<file path="src/rtl/matrix_scan_ctrl_if.sv">
// matrix_scan_ctrl_if: framebuffer read port between the scan controller and the framebuffer
//   fb_rd   : one-cycle read strobe (controller -> framebuffer)
//   fb_addr : row index being read (controller -> framebuffer)
//   fb_data : row pixels, valid the cycle after fb_rd, MSB = leftmost column (framebuffer -> controller)
interface matrix_scan_ctrl_if #(
  parameter int ROWS = 16,
  parameter int COLS = 16
);
  logic                    fb_rd;
  logic [$clog2(ROWS)-1:0] fb_addr;
  logic [COLS-1:0]         fb_data;
  modport master (output fb_rd, fb_addr, input fb_data);
  modport slave (input fb_rd, fb_addr, output fb_data);
endinterface

</file>
<file path="src/rtl/matrix_scan_ctrl.sv">
// matrix_scan_ctrl: row-scan controller for a ROWSxCOLS LED matrix fed from a framebuffer read port
//   clk, reset_n : system clock, asynchronous active-low reset
//   enable       : run scanning; dropping it stops at the next row boundary
//   fb           : framebuffer read port (fb_rd/fb_addr out, fb_data in)
//   frame_start  : one-cycle pulse when row 0 is fetched
//   CSDI/CCLK    : column serial data / shift clock
//   RSDI/RCLK    : row walking-one data / shift clock
//   LE, OEB      : column latch enable, active-low output enable
module matrix_scan_ctrl #(
  parameter int ROWS   = 16,
  parameter int COLS   = 16,
  parameter int CLKDIV = 1,
  parameter int HOLD   = 256
) (
  input  logic               clk,
  input  logic               reset_n,
  input  logic               enable,
  matrix_scan_ctrl_if.master fb,
  output logic               frame_start,
  output logic               CSDI,
  output logic               CCLK,
  output logic               RSDI,
  output logic               RCLK,
  output logic               LE,
  output logic               OEB
);
  localparam int RW = $clog2(ROWS);
  localparam int BW = $clog2(COLS + 1);
  localparam int DW = $clog2(CLKDIV + 1);
  localparam int HW = $clog2(HOLD + 1);
  typedef enum logic [2:0] {IDLE, FETCH, CAPTURE, SHIFT, BLANK, ROWCLK, LATCH, HOLDST} state_t;
  state_t          r_state, w_state;
  logic [RW-1:0]   r_row, w_row;
  logic [COLS-1:0] r_sreg, w_sreg;
  logic [BW-1:0]   r_bcnt, w_bcnt;
  logic [DW-1:0]   r_dcnt, w_dcnt;
  logic [HW-1:0]   r_hcnt, w_hcnt;
  logic            r_lit, w_lit, r_ph, w_ph, w_div_end;
  logic            r_fb_rd, r_fs, r_csdi, r_cclk, r_rsdi, r_rclk, r_le, r_oeb;
  logic            w_fb_rd, w_fs, w_csdi, w_cclk, w_rsdi, w_rclk, w_le, w_oeb;
  assign w_div_end = r_dcnt == DW'(CLKDIV - 1);
  // Outputs are decoded from the next-state values and registered, so each
  // pin changes on the same edge as the state it belongs to.
  always_comb begin
    w_state = r_state;
    w_row   = r_row;
    w_lit   = r_lit;
    w_ph    = r_ph;
    w_sreg  = r_sreg;
    w_bcnt  = r_bcnt;
    w_hcnt  = r_hcnt;
    // Divider runs modulo CLKDIV; every state that times with it is entered with it at 0.
    w_dcnt  = w_div_end ? '0 : r_dcnt + DW'(1);
    case (r_state)
      IDLE: begin
        w_row = '0;
        w_lit = 1'b0;
        if (enable) w_state = FETCH;
      end
      FETCH: w_state = CAPTURE;
      CAPTURE: begin
        w_state = SHIFT;
        w_sreg  = fb.fb_data;
        w_bcnt  = '0;
        w_dcnt  = '0;
        w_ph    = 1'b0;
      end
      SHIFT: if (w_div_end) begin
        w_ph = ~r_ph;
        if (r_ph) begin
          w_sreg = r_sreg << 1;
          w_bcnt = r_bcnt + BW'(1);
          if (r_bcnt == BW'(COLS - 1)) w_state = BLANK;
        end
      end
      BLANK: begin
        w_state = ROWCLK;
        w_dcnt  = '0;
      end
      ROWCLK: if (w_div_end) w_state = LATCH;
      LATCH: if (w_div_end) begin
        w_state = HOLDST;
        w_lit   = 1'b1;
        w_hcnt  = '0;
      end
      HOLDST: begin
        w_hcnt = r_hcnt + HW'(1);
        if (r_hcnt == HW'(HOLD - 1)) begin
          w_row   = r_row == RW'(ROWS - 1) ? '0 : r_row + RW'(1);
          w_state = enable ? FETCH : IDLE;
        end
      end
      default: w_state = IDLE;
    endcase
    w_fb_rd = w_state == FETCH;
    w_fs    = w_state == FETCH && w_row == '0;
    w_csdi  = w_state == SHIFT && w_sreg[COLS-1];
    w_cclk  = w_state == SHIFT && w_ph;
    w_rsdi  = (w_state == BLANK || w_state == ROWCLK) && w_row == '0;
    w_rclk  = w_state == ROWCLK;
    w_le    = w_state == LATCH;
    // The previous row stays lit while the next one is fetched and shifted.
    w_oeb   = (w_state inside {FETCH, CAPTURE, SHIFT, HOLDST}) ? ~w_lit : 1'b1;
  end
  always_ff @(posedge clk or negedge reset_n)
    if (!reset_n) begin
      r_state <= IDLE;
      r_row   <= '0;
      r_lit   <= 1'b0;
      r_ph    <= 1'b0;
      r_sreg  <= '0;
      r_bcnt  <= '0;
      r_dcnt  <= '0;
      r_hcnt  <= '0;
      r_fb_rd <= 1'b0;
      r_fs    <= 1'b0;
      r_csdi  <= 1'b0;
      r_cclk  <= 1'b0;
      r_rsdi  <= 1'b0;
      r_rclk  <= 1'b0;
      r_le    <= 1'b0;
      r_oeb   <= 1'b1;
    end else begin
      r_state <= w_state;
      r_row   <= w_row;
      r_lit   <= w_lit;
      r_ph    <= w_ph;
      r_sreg  <= w_sreg;
      r_bcnt  <= w_bcnt;
      r_dcnt  <= w_dcnt;
      r_hcnt  <= w_hcnt;
      r_fb_rd <= w_fb_rd;
      r_fs    <= w_fs;
      r_csdi  <= w_csdi;
      r_cclk  <= w_cclk;
      r_rsdi  <= w_rsdi;
      r_rclk  <= w_rclk;
      r_le    <= w_le;
      r_oeb   <= w_oeb;
    end
  assign fb.fb_rd    = r_fb_rd;
  assign fb.fb_addr  = r_row;
  assign frame_start = r_fs;
  assign CSDI        = r_csdi;
  assign CCLK        = r_cclk;
  assign RSDI        = r_rsdi;
  assign RCLK        = r_rclk;
  assign LE          = r_le;
  assign OEB         = r_oeb;
endmodule

</file>
<file path="src/flat_wrapper.sv">
// flat-port wrapper written by rule: the top's interface ports become plain ports
module matrix_scan_ctrl_flat 
#(
  parameter int ROWS   = 16,
  parameter int COLS   = 16,
  parameter int CLKDIV = 1,
  parameter int HOLD   = 256
)
  (clk, reset_n, enable, frame_start, CSDI, CCLK, RSDI, RCLK, LE, OEB, fb_fb_rd, fb_fb_addr, fb_fb_data);
  matrix_scan_ctrl_if #(.ROWS(ROWS), .COLS(COLS)) fb_i ();
  input  logic clk;
  input  logic reset_n;
  input  logic enable;
  output logic frame_start;
  output logic CSDI;
  output logic CCLK;
  output logic RSDI;
  output logic RCLK;
  output logic LE;
  output logic OEB;
  output wire logic [$bits(fb_i.fb_rd)-1:0] fb_fb_rd;
  output wire logic [$bits(fb_i.fb_addr)-1:0] fb_fb_addr;
  input wire logic [$bits(fb_i.fb_data)-1:0] fb_fb_data;
  assign fb_fb_rd = fb_i.fb_rd;
  assign fb_fb_addr = fb_i.fb_addr;
  assign fb_i.fb_data = fb_fb_data;
  matrix_scan_ctrl #(.ROWS(ROWS), .COLS(COLS), .CLKDIV(CLKDIV), .HOLD(HOLD)) u_core (.clk(clk), .reset_n(reset_n), .enable(enable), .fb(fb_i), .frame_start(frame_start), .CSDI(CSDI), .CCLK(CCLK), .RSDI(RSDI), .RCLK(RCLK), .LE(LE), .OEB(OEB));
endmodule
</file>
<file path="config.mk">
export PLATFORM = sky130hd
export DESIGN_NAME = matrix_scan_ctrl_flat
export DESIGN_NICKNAME = d
export VERILOG_FILES = /design/src/rtl/matrix_scan_ctrl_if.sv /design/src/rtl/matrix_scan_ctrl.sv /design/src/flat_wrapper.sv
export SDC_FILE = /design/constraint.sdc
export NUM_CORES = 1
export LEC_CHECK = 0
export ABC_CLOCK_PERIOD_IN_PS = 3130
export BUFFER_PORTS_ARGS = -buffer_cell sky130_fd_sc_hd__buf_2
export CORE_ASPECT_RATIO = 2
export CORE_UTILIZATION = 46
export CTS_BUF_LIST = sky130_fd_sc_hd__clkbuf_16
export CTS_CLUSTER_SIZE = 12
export DETAILED_ROUTE_END_ITERATION = 10
export PLACE_DENSITY = 0.74
export RECOVER_POWER = 100
export SETUP_SLACK_MARGIN = 0.05
export SLEW_MARGIN = 20
export SYNTH_ARGS = -nofsm -noshare
export SYNTH_HDL_FRONTEND = slang
export SYNTH_SLANG_ARGS = --single-unit
</file>
<file path="constraint.sdc">
create_clock -name clk -period 3.13 [get_ports clk]
set_clock_uncertainty 0.1 [all_clocks]
set_input_delay 0.626 -clock clk [delete_from_list [all_inputs] [get_ports clk]]
set_output_delay 0.626 -clock clk [all_outputs]
set_load 0.005 [all_outputs]
</file>
==> results.py, run 1 <==
metrics = {
    "status": {
        "outcome": "complete, no violations",
    },
    "routing": {
        "vias": 2000,
        "firstDrtPassIters": 4,
        "drc": 0,
        "wl_per_cell_um": 15.23,
        "drt_iter0_markers": 52,
        "routed_via_density": 5.900,
        "antenna_left": 0,
        "totalWireLength_um": 5163,
    },
    "grt": {
        "grt_usage_pct": 20.72,
        "grt_pass1_vias": 1950,
        "grt_max_degree": 48,
        "grt_pass1_wl_um": 8694,
        "antenna_found_initial": 0,
        "grt.overflow.total": 0,
    },
    "logic_synthesis": {
        "synth_compound_area_share_pct": 22.91,
        "ys_ff_latch": 47,
        "synth_xor_area_share_pct": 0,
        "syn_area_sq_um": 2469,
        "synth_mux_area_share_pct": 1.216,
        "synth-seq-area-share_pct": 47.69,
        "synth_area_leaders": "dfrtp_1, o21ai_0, nand3b_1",
        "synth-adder-area-share_pct": 3.041,
        "yosys_most_used_dff": "dfrtp_1",
        "synthSimpleGateAreaFrac_pct": 19.67,
        "synth_edf_count": 0,
        "synthesis.nets": 285,
        "yosysWarnings": 0,
        "yosysTopAreaCellShare_pct": 46.63,
        "postSynthCellCount": 260,
        "avgSynthCellArea_sq_um": 9.495,
        "synth_top_family_by_area": "compound AO/OA/AOI/OAI gates",
        "yosysUniqueCellTypes": 46,
        "synth_top_area_cell": "dfrtp_1",
        "async_reset_ff_share_pct": 100.0,
    },
    "timing": {
        "drv_slew": 0,
        "setup_viol": 0,
        "rsz0062_at_grt": "false",
        "postLayoutSetupSlackWorst_ps": 616.5,
        "clock.fmax_mhz": 397.9,
        "timing.final.crit_share_pct": 80.30,
        "hold_viol_final": 0,
        "tightest_slew_ps": 1166,
        "period_minus_slack_ps": 2513,
        "finalSetupTns_ps": 0,
        "timing.slew.headroom_pct": 22.25,
    },
    "clock_network": {
        "cts_buffers": 5,
        "cts_setup_buffers": 0,
        "clkTransAtPathRegs_ps": 60,
        "clockBufferDepth": 2,
        "cts-resized-gates": 0,
        "clockRootBuffer": "clkbuf_16",
        "cts.sinks": 47,
        "cts_tree": "built",
        "h-tree-depth": 2,
        "cts_hold_buf": 0,
        "worstSkewPairLatency_ps": 290,
    },
    "final_layout": {
        "nFillCells": 483,
        "utilization_pct": 52.98,
        "final_cell_mix": "dfrtp_1, o21ai_0, buf_2",
        "antenna_cells": 0,
        "final_nets": 305,
        "syn2layout_area_growth_pct": 10.29,
        "layout_commonest_cell": "dfrtp_1",
        "drive_gt1_share_pct": 15.30,
    },
    "power": {
        "p_int_w": 0.001531,
        "p_leak_nw": 1.227,
        "combPwrFrac_pct": 37.3,
        "power.share.clock_pct": 20.3,
        "pwr_density_cell_nw_per_um2": 918.5,
        "switchingPower_w": 0.0009694,
        "switching_share_pct": 38.77,
        "p_seq_share_pct": 42.4,
        "ir_drop_mv": 0.6106,
    },
    "placed_design": {
        "io_buffers": 30,
        "place_ws_ps": 735.2,
        "hpwlAfterDp_um": 3551,
        "place.gp.congestion": 0.8240,
    },
    "min_path": {
        "min_delay_path_depth": 2,
        "hold_class": "reg2reg",
    },
    "worst_setup_path": {
        "critPathCaptureType": "flip-flop",
        "crit_type": "reg2reg",
        "cp_slowest_stage_delay_ps": 700,
        "worstPathRequired_ps": 3190,
        "reg2regPathDepth": 5,
        "cp_cell_sequence": "and2b_1 -> clkbuf_1 -> nand3b_1 -> o21ai_0 -> a21oi_1",
        "slowest_stage": "clkbuf_1",
        "path_max_fanout": 22,
        "cp.arrival_ps": 2570,
        "ff2ff_setup_slack_ps": 620,
        "critPathLaunchType": "flip-flop",
    },
    "die": {
        "die_y_um": 105.6,
        "die_w_um": 53.80,
        "io_pins": 31,
        "placement_rows": 37,
        "start_util_pct": 48.04,
        "dieArea_sq_um": 5681,
        "coreArea_sq_um": 5139,
    },
    "run": {
        "cap_violations": 0,
    },
}
[sequential cells by signal, indices dropped and copies added, names as in the netlist]
signal              count
u_core.r_ph             1
u_core.r_lit            1
u_core.RCLK             1
u_core.r_state          3
u_core.RSDI             1
u_core.r_hcnt           9
u_core.r_sreg          16
u_core.r_bcnt           5
u_core.OEB              1
u_core.LE               1
u_core.fb.fb_addr       4
u_core.frame_start      1
u_core.fb.fb_rd         1
u_core.CSDI             1
u_core.CCLK             1
[metal layers]
metal / routed length (um) / global-route usage, %
met5: 0 / 0
met1: 2065 / 23.70
met2: 2845 / 35.98
met4: 102 / 9.023
met3: 150 / 2.886
[cell type report]
cell class | count | area (sq um) | area share (%)
Sequential cell | 47 | 1177 | 43.24
Clock buffer | 5 | 125.1 | 4.596
Tap cell | 58 | 72.57 | 2.665
Multi-Input combinational cell | 189 | 1156 | 42.46
Inverter | 4 | 15.01 | 0.5515
Clock inverter | 3 | 12.51 | 0.4596
Timing Repair Buffer | 33 | 163.9 | 6.020
[kinds of logic (layout without fill, tap and decap cells)]
logic type,count (synthesis),after routing
DFF,47,47
AOI/OAI and AO/OA,91,91
adders and majority gates,6,6
and+or+nand+nor,89,89
muxes,3,3
buffers and inverters,24,45
[power by group through the flow]
stage | logic [W] | registers, W | clock network (W)
2_1_floorplan | 0.000885 | 0.000943 | 0
3_3_place_gp | 0.000933 | 0.00106 | 0
3_5_place_dp | 0.000944 | 0.00107 | 0
4_1_cts | 0.000952 | 0.00106 | 0.000519
5_1_grt | 0.00108 | 0.00110 | 0.000533
6_report | 0.000933 | 0.00106 | 0.000507
[metrics by stage]
step / cells / cell area (sq um) / total power [W] / hold WS, ps
detailed placement: 331 / 2594 / 0.002014 / 363.9
global route: 339 / 2723 / 0.002710 / 396.8
floorplan: 260 / 2469 / 0.001828 / 230.4
CTS: 339 / 2731 / 0.002530 / 378.5
finish: 339 / 2723 / 0.002501 / 380.9
global placement: 331 / 2594 / 0.001993 / 362.0
[worst paths after layout]
path	startpoint	to
max in group asynchronous	reset_n	u_core.r_sreg[14]$_DFFE_PN0P_
min	u_core.r_hcnt[8]$_DFFE_PN0N_	u_core.r_hcnt[8]$_DFFE_PN0N_
min in group asynchronous	reset_n	u_core.r_bcnt[1]$_DFFE_PN0P_
max reg2reg	u_core.r_state[2]$_DFF_PN0_	u_core.r_sreg[11]$_DFFE_PN0P_
min reg2reg	u_core.r_hcnt[8]$_DFFE_PN0N_	u_core.r_hcnt[8]$_DFFE_PN0N_
max	u_core.r_state[2]$_DFF_PN0_	u_core.r_sreg[11]$_DFFE_PN0P_
[synth_stat cells, drive strengths merged (2+ instances only)]
cell type,n
a211o,2
a21o,3
a21oi,23
a22o,3
a31oi,3
and2,2
and3,5
buf,12
clkbuf,8
dfrtp,46
ha,6
inv,3
mux2i,3
nand2,26
nand2b,2
nand3,4
nand3b,18
nand4,3
nor2,15
nor3,7
o21a,2
o21ai,28
o22ai,15
o31ai,2
or2,2
[critical path, delay by kind of cell (launching register included)]
family / cells / cell delay, ps
AO/OA/AOI/OAI: 2 / 210
flip-flops: 1 / 610
AND/OR/NAND/NOR: 2 / 760
buffers and inverters: 1 / 700
No activity file was read; power rests on OpenSTA's default activity.
==> run 2, diff against run 1 <==
Settings changed: ABC_AREA from default to 1, ABC_CLOCK_PERIOD_IN_PS 3130 to 2320.
Clock period 3.13 ns to 2.32 ns, I/O delays scaled along.
==> results.py, run 2 <==
metrics = {
    "final_layout": {
        "layout_commonest_cell": "nand2_1",
        "largest_reg_flops": 16,
        "drive_gt1_share_pct": 21.36,
        "final_nets": 319,
        "syn2layout_area_growth_pct": 18.72,
        "reg_top3": "u_core.r_sreg: 16 flops, u_core.r_hcnt: 9 flops, u_core.r_bcnt: 5 flops",
        "antenna_cells": 0,
        "final_cell_mix": "nand2_1, dfrtp_1, inv_1",
        "regMostFlops": "u_core.r_sreg",
        "fin_area_sq_um": 2666,
    },
    "power": {
        "pwr_density_cell_nw_per_um2": 1135,
        "ir_drop_mv": 0.6758,
        "p_leak_nw": 1.397,
    },
    "run": {
        "cap_violations": 0,
    },
    "logic_synthesis": {
        "synth_commonest_cells": "nand2_1, dfrtp_1, inv_1, nor2_1, nand3_1",
        "synthesis.nets": 283,
        "synth_edf_count": 0,
        "synth.most_common_cell": "nand2_1",
        "async_reset_ff_share_pct": 100.0,
        "synth-seq-area-share_pct": 52.42,
        "ys_ff_latch": 47,
        "yosysUniqueCellTypes": 28,
        "yosysTopAreaCellShare_pct": 51.25,
        "synth_top_area_cell": "dfrtp_1",
        "postSynthCellCount": 258,
        "avgSynthCellArea_sq_um": 8.705,
        "yosys_most_used_dff": "dfrtp_1",
        "synth_area_leaders": "dfrtp_1, nand2_1, inv_1",
        "yosysWarnings": 0,
        "syn_area_sq_um": 2246,
    },
    "die": {
        "coreArea_sq_um": 4642,
        "io_pins": 31,
        "start_util_pct": 48.38,
        "die_w_um": 51.41,
        "die_y_um": 100.8,
        "dieArea_sq_um": 5183,
        "placement_rows": 35,
    },
    "grt": {
        "grt_pass1_vias": 1923,
        "grt.overflow.total": 0,
        "grt_max_degree": 48,
        "grt_pass1_wl_um": 7976,
        "antenna_found_initial": 0,
        "grt_usage_pct": 20.42,
    },
    "timing": {
        "finalSetupTns_ps": 0,
        "tightest_slew_ps": 1145,
        "hold_slack_ps": 289.2,
        "setup_viol": 0,
        "hold_viol_final": 0,
        "period_minus_slack_ps": 2211,
        "timing.final.crit_share_pct": 95.30,
        "drv_slew": 0,
        "timing.slew.headroom_pct": 23.65,
        "rsz0062_at_grt": "true",
        "clock.fmax_mhz": 452.3,
    },
    "worst_setup_path": {
        "worstPathRequired_ps": 2440,
        "cp_slowest_stage_delay_ps": 370,
        "cp_common_cell": "nand2_2",
        "cp_cell_sequence": "ha_2 -> nand2_2 -> inv_2 -> nand2_2 -> nor3_2 -> and3_4 -> ha_4 -> buf_6 -> nand3_1 -> nand2_1 -> o21ai_2 -> nor2_2 -> nand3_2 -> nor2_1",
        "cp.arrival_ps": 2330,
        "slowest_stage": "dfrtp_1",
        "crit_type": "reg2reg",
        "critPathLaunchType": "flip-flop",
        "path_max_fanout": 5,
        "crit_buf_inv": 2,
        "critPathCaptureType": "flip-flop",
        "critPathTopFamily": "simple AND/OR/NAND/NOR gates",
    },
    "clock_network": {
        "worstSkewPairLatency_ps": 280,
        "cts_hold_buf": 0,
        "clockRootBuffer": "clkbuf_16",
        "clkTransAtPathRegs_ps": 60,
        "h-tree-depth": 2,
        "cts.sinks": 47,
        "clockBufferDepth": 2,
        "cts_buffers": 5,
        "cts_tree": "built",
    },
    "placed_design": {
        "hpwlAfterDp_um": 3334,
        "post_dp_cell_area_sq_um": 2444,
        "io_buffers": 30,
        "place.gp.congestion": 0.7572,
    },
    "routing": {
        "wl_per_cell_um": 13.67,
        "drc": 0,
        "firstDrtPassIters": 4,
        "vias": 1893,
        "drt_iter0_markers": 47,
        "totalWireLength_um": 4786,
        "routed_via_density": 5.409,
        "antenna_left": 0,
    },
    "status": {
        "outcome": "complete, no violations",
    },
    "min_path": {
        "hold_class": "in2reg",
    },
}
## run 2: cell count changes in the layout (fill, tap and decap cells not counted), sizes merged, moves of 12 or more
cell / before / now
a21oi: 23 / 7
inv: 4 / 35
nand3b: 18 / 0
a32oi: 0 / 13
o22ai: 15 / 3
o21ai: 28 / 15
nand2: 26 / 72
## run 2: what timing repair did
| item | in CTS | in global routing |
|---|---|---|
| hold endpoints to repair | 0 | 0 |
| buffers inserted | 0 | 4 |
| pin swaps | 1 | 9 |
| endpoints found under the setup margin | 2 | 3 |
| gates resized for setup | 4 | 11 |
## run 2: tightest hold or removal path: stages
cell and delay, ps:
buf_2 80, a32oi_1 50, nand2_1 50
## run 2: final timing paths
| kind | slack, ps | end | startpoint | depth (start not counted) |
|---|---|---|---|---|
| max in group asynchronous | 1040 | u_core.CCLK$_DFF_PN0_ | reset_n | 2 |
| min in group asynchronous | 380 | u_core.r_sreg[2]$_DFFE_PN0P_ | reset_n | 2 |
| worst min-delay path | 290 | u_core.r_sreg[6]$_DFFE_PN0P_ | fb_fb_data[6] | 3 |
| worst max register to register | 110 | u_core.frame_start$_DFF_PN0_ | u_core.r_hcnt[1]$_DFFE_PN0N_ | 14 |
| worst max-delay path | 110 | u_core.frame_start$_DFF_PN0_ | u_core.r_hcnt[1]$_DFFE_PN0N_ | 14 |
| worst min register to register | 380 | u_core.r_bcnt[3]$_DFFE_PN0P_ | u_core.r_bcnt[3]$_DFFE_PN0P_ | 1 |
## run 2: kinds of logic after synthesis
group / synth area share (%)
AOI/OAI and AO/OA: 12.20
xor gates and xnor gates: 0.7801
adders and majority gates: 3.343
buffers and inverters: 7.632
DFF: 52.42
muxes: 0.4457
and+or+nand+nor: 23.18
## run 2: power by group
part / total, W / internal [W] / switching (W) / leakage (nW)
clock network: 0.000805 / 0.000508 / 0.000297 / 0.0818
logic: 0.000965 / 0.000332 / 0.000633 / 0.699
registers: 0.00126 / 0.00106 / 0.000201 / 0.617
total: 0.00303 / 0.00190 / 0.00113 / 1.40
## run 2: final cells by class
class / instances / area, sq um
Fill cell: 444 / 1976
Sequential cell: 47 / 1177
Multi-Input combinational cell: 169 / 924.6
Timing Repair Buffer: 37 / 200.2
Inverter: 34 / 127.6
Clock buffer: 5 / 125.1
Tap cell: 55 / 68.82
Clock inverter: 3 / 42.54
## run 2: per-stage QoR
stage | setup slack (ps) | util [%] | std cells | power (W)
after floorplan | 255.3 | - | 258 | 0.001987
after global placement | 87.89 | 52.64 | 338 | 0.002200
after detailed placement | -82.99 | 52.64 | 338 | 0.002239
after CTS | 75.52 | 56.74 | 346 | 0.003063
after global routing | -25.83 | 57.44 | 350 | 0.003243
final | 109.1 | 57.44 | 350 | 0.003027
## run 2: layer usage
layer | global-route usage [%] | up-vias | share of wire (%)
met4 | 11.02 | 0 | 2.7
met2 | 38.26 | 40 | 55
met3 | 3.318 | 8 | 3.2
met5 | 0 | - | 0
met1 | 20.26 | 926 | 39
li1 | - | 919 | -
==> run 3, diff against run 2 <==
Settings changed: MAX_ROUTING_LAYER from default to met4.
==> results.py, run 3 (same netlist as run 2, synthesis figures left out) <==
metrics = {
    "final_layout": {
        "fin_area_sq_um": 2666,
        "antenna_cells": 0,
        "largest_reg_flops": 16,
        "reg_top3": "u_core.r_sreg: 16 flops, u_core.r_hcnt: 9 flops, u_core.r_bcnt: 5 flops",
        "multi_input_area_sq_um": 924.6,
        "ff_latch_area_sq_um": 1177,
        "drive_gt1_share_pct": 21.36,
        "layout_commonest_cell": "nand2_1",
        "nFillCells": 444,
        "final_nets": 319,
        "syn2layout_area_growth_pct": 18.72,
        "finalNonFillerCells": 350,
        "final_cell_mix": "nand2_1, dfrtp_1, inv_1",
        "regMostFlops": "u_core.r_sreg",
        "utilization_pct": 57.44,
    },
    "power": {
        "p_leak_nw": 1.397,
        "power.share.clock_pct": 26.6,
        "ir_drop_mv": 0.6756,
        "pwr_density_cell_nw_per_um2": 1135,
        "p_int_w": 0.001896,
        "p_seq_share_pct": 41.5,
        "switchingPower_w": 0.001131,
        "combPwrFrac_pct": 31.9,
        "switching_share_pct": 37.37,
    },
    "placed_design": {
        "post_dp_cell_area_sq_um": 2444,
        "io_buffers": 30,
        "placed_cells": 338,
        "place.gp.congestion": 0.7670,
        "hpwlAfterDp_um": 3334,
    },
    "die": {
        "coreArea_sq_um": 4642,
        "die_w_um": 51.41,
        "io_pins": 31,
        "die_y_um": 100.8,
        "dieArea_sq_um": 5183,
        "start_util_pct": 48.38,
        "placement_rows": 35,
    },
    "min_path": {
        "hold_class": "in2reg",
        "min_delay_path_depth": 3,
        "hold_start": "fb_fb_data[6]",
    },
    "grt": {
        "grt_pass1_vias": 1927,
        "antenna_found_initial": 0,
        "grt_usage_pct": 21.00,
        "grt.overflow.total": 0,
        "grt_pass1_wl_um": 7976,
        "grt_max_degree": 48,
    },
    "routing": {
        "routed_via_density": 5.391,
        "drc": 0,
        "drt_iter0_markers": 49,
        "firstDrtPassIters": 4,
        "antenna_left": 0,
        "totalWireLength_um": 4793,
        "wl_per_cell_um": 13.69,
        "vias": 1887,
    },
    "clock_network": {
        "cts_buffers": 5,
        "worstSkewPairLatency_ps": 280,
        "cts_hold_buf": 0,
        "clkTransAtPathRegs_ps": 60,
        "cts_tree": "built",
        "clockRootBuffer": "clkbuf_16",
        "h-tree-depth": 2,
        "cts.sinks": 47,
        "clockBufferDepth": 2,
    },
    "timing": {
        "clock.fmax_mhz": 452.1,
        "tightest_slew_ps": 1149,
        "setup_viol": 0,
        "rsz0062_at_grt": "true",
        "hold_slack_ps": 289.0,
        "hold_viol_final": 0,
        "period_minus_slack_ps": 2212,
        "finalSetupTns_ps": 0,
        "timing.slew.headroom_pct": 23.39,
        "drv_slew": 0,
        "timing.final.crit_share_pct": 95.33,
    },
    "worst_setup_path": {
        "worstPathRequired_ps": 2440,
        "worstSetupStartpoint": "u_core.r_hcnt[1]$_DFFE_PN0N_",
        "critPathLaunchType": "flip-flop",
        "path_max_fanout": 5,
        "reg2reg_from": "u_core.r_hcnt[1]$_DFFE_PN0N_",
        "critPathCaptureType": "flip-flop",
        "reg2regPathDepth": 14,
        "crit_type": "reg2reg",
        "cp.arrival_ps": 2330,
    },
    "status": {
        "outcome": "complete, no violations",
    },
    "run": {
        "cap_violations": 0,
    },
}
[run 3: final timing paths]
| kind | to | slack [ps] |
|---|---|---|
| worst max-delay path | u_core.frame_start$_DFF_PN0_ | 110 |
| worst min-delay path | u_core.r_sreg[6]$_DFFE_PN0P_ | 290 |
| worst max register to register | u_core.frame_start$_DFF_PN0_ | 110 |
| worst min register to register | u_core.r_bcnt[3]$_DFFE_PN0P_ | 380 |
| max in group asynchronous | u_core.CSDI$_DFF_PN0_ | 1040 |
| min in group asynchronous | u_core.r_sreg[2]$_DFFE_PN0P_ | 380 |
[run 3: what timing repair did]
| action | CTS | global route |
|---|---|---|
| setup buffers | 0 | 4 |
| resized for setup | 4 | 11 |
| endpoints found under the setup margin | 2 | 3 |
| pin swaps | 1 | 9 |
[run 3: cell type report]
| type | count | area share, % |
|---|---|---|
| Inverter | 34 | 4.786 |
| Sequential cell | 47 | 44.16 |
| Clock inverter | 3 | 1.595 |
| Clock buffer | 5 | 4.693 |
| Multi-Input combinational cell | 169 | 34.68 |
| Tap cell | 55 | 2.581 |
| Timing Repair Buffer | 37 | 7.508 |
[run 3: power by group through the flow]
stage	Combinational [W]	Clock [W]	Sequential [W]
3_3_place_gp	0.000941	0	0.00126
4_1_cts	0.000989	0.000817	0.00126
2_1_floorplan	0.000822	0	0.00117
6_report	0.000964	0.000807	0.00126
3_5_place_dp	0.000971	0	0.00127
5_1_grt	0.00110	0.000857	0.00128
[run 3: critical path, cell delays in order, from the launching register on]
cell and delay, ps:
dfrtp_1 370, ha_2 200, nand2_2 60, inv_2 70
nand2_2 60, nor3_2 210, and3_4 230, ha_4 170
buf_6 110, nand3_1 70, nand2_1 100, o21ai_2 70
nor2_2 140, nand3_2 90, nor2_1 110
[run 3: metrics by stage]
step / total power (W) / setup slack, ps
finish: 0.003027 / 108.2
detailed placement: 0.002239 / -82.99
global route: 0.003243 / -25.83
floorplan: 0.001987 / 255.3
global placement: 0.002200 / 87.89
CTS: 0.003063 / 75.52
[run 3: metal layers]
layer | GRT usage (%) | vias up | wire length, um
li1 | - | 918 | -
met5 | - | - | 0
met4 | 11.02 | 0 | 129
met1 | 20.26 | 916 | 1828
met2 | 38.26 | 44 | 2671
met3 | 3.318 | 9 | 163
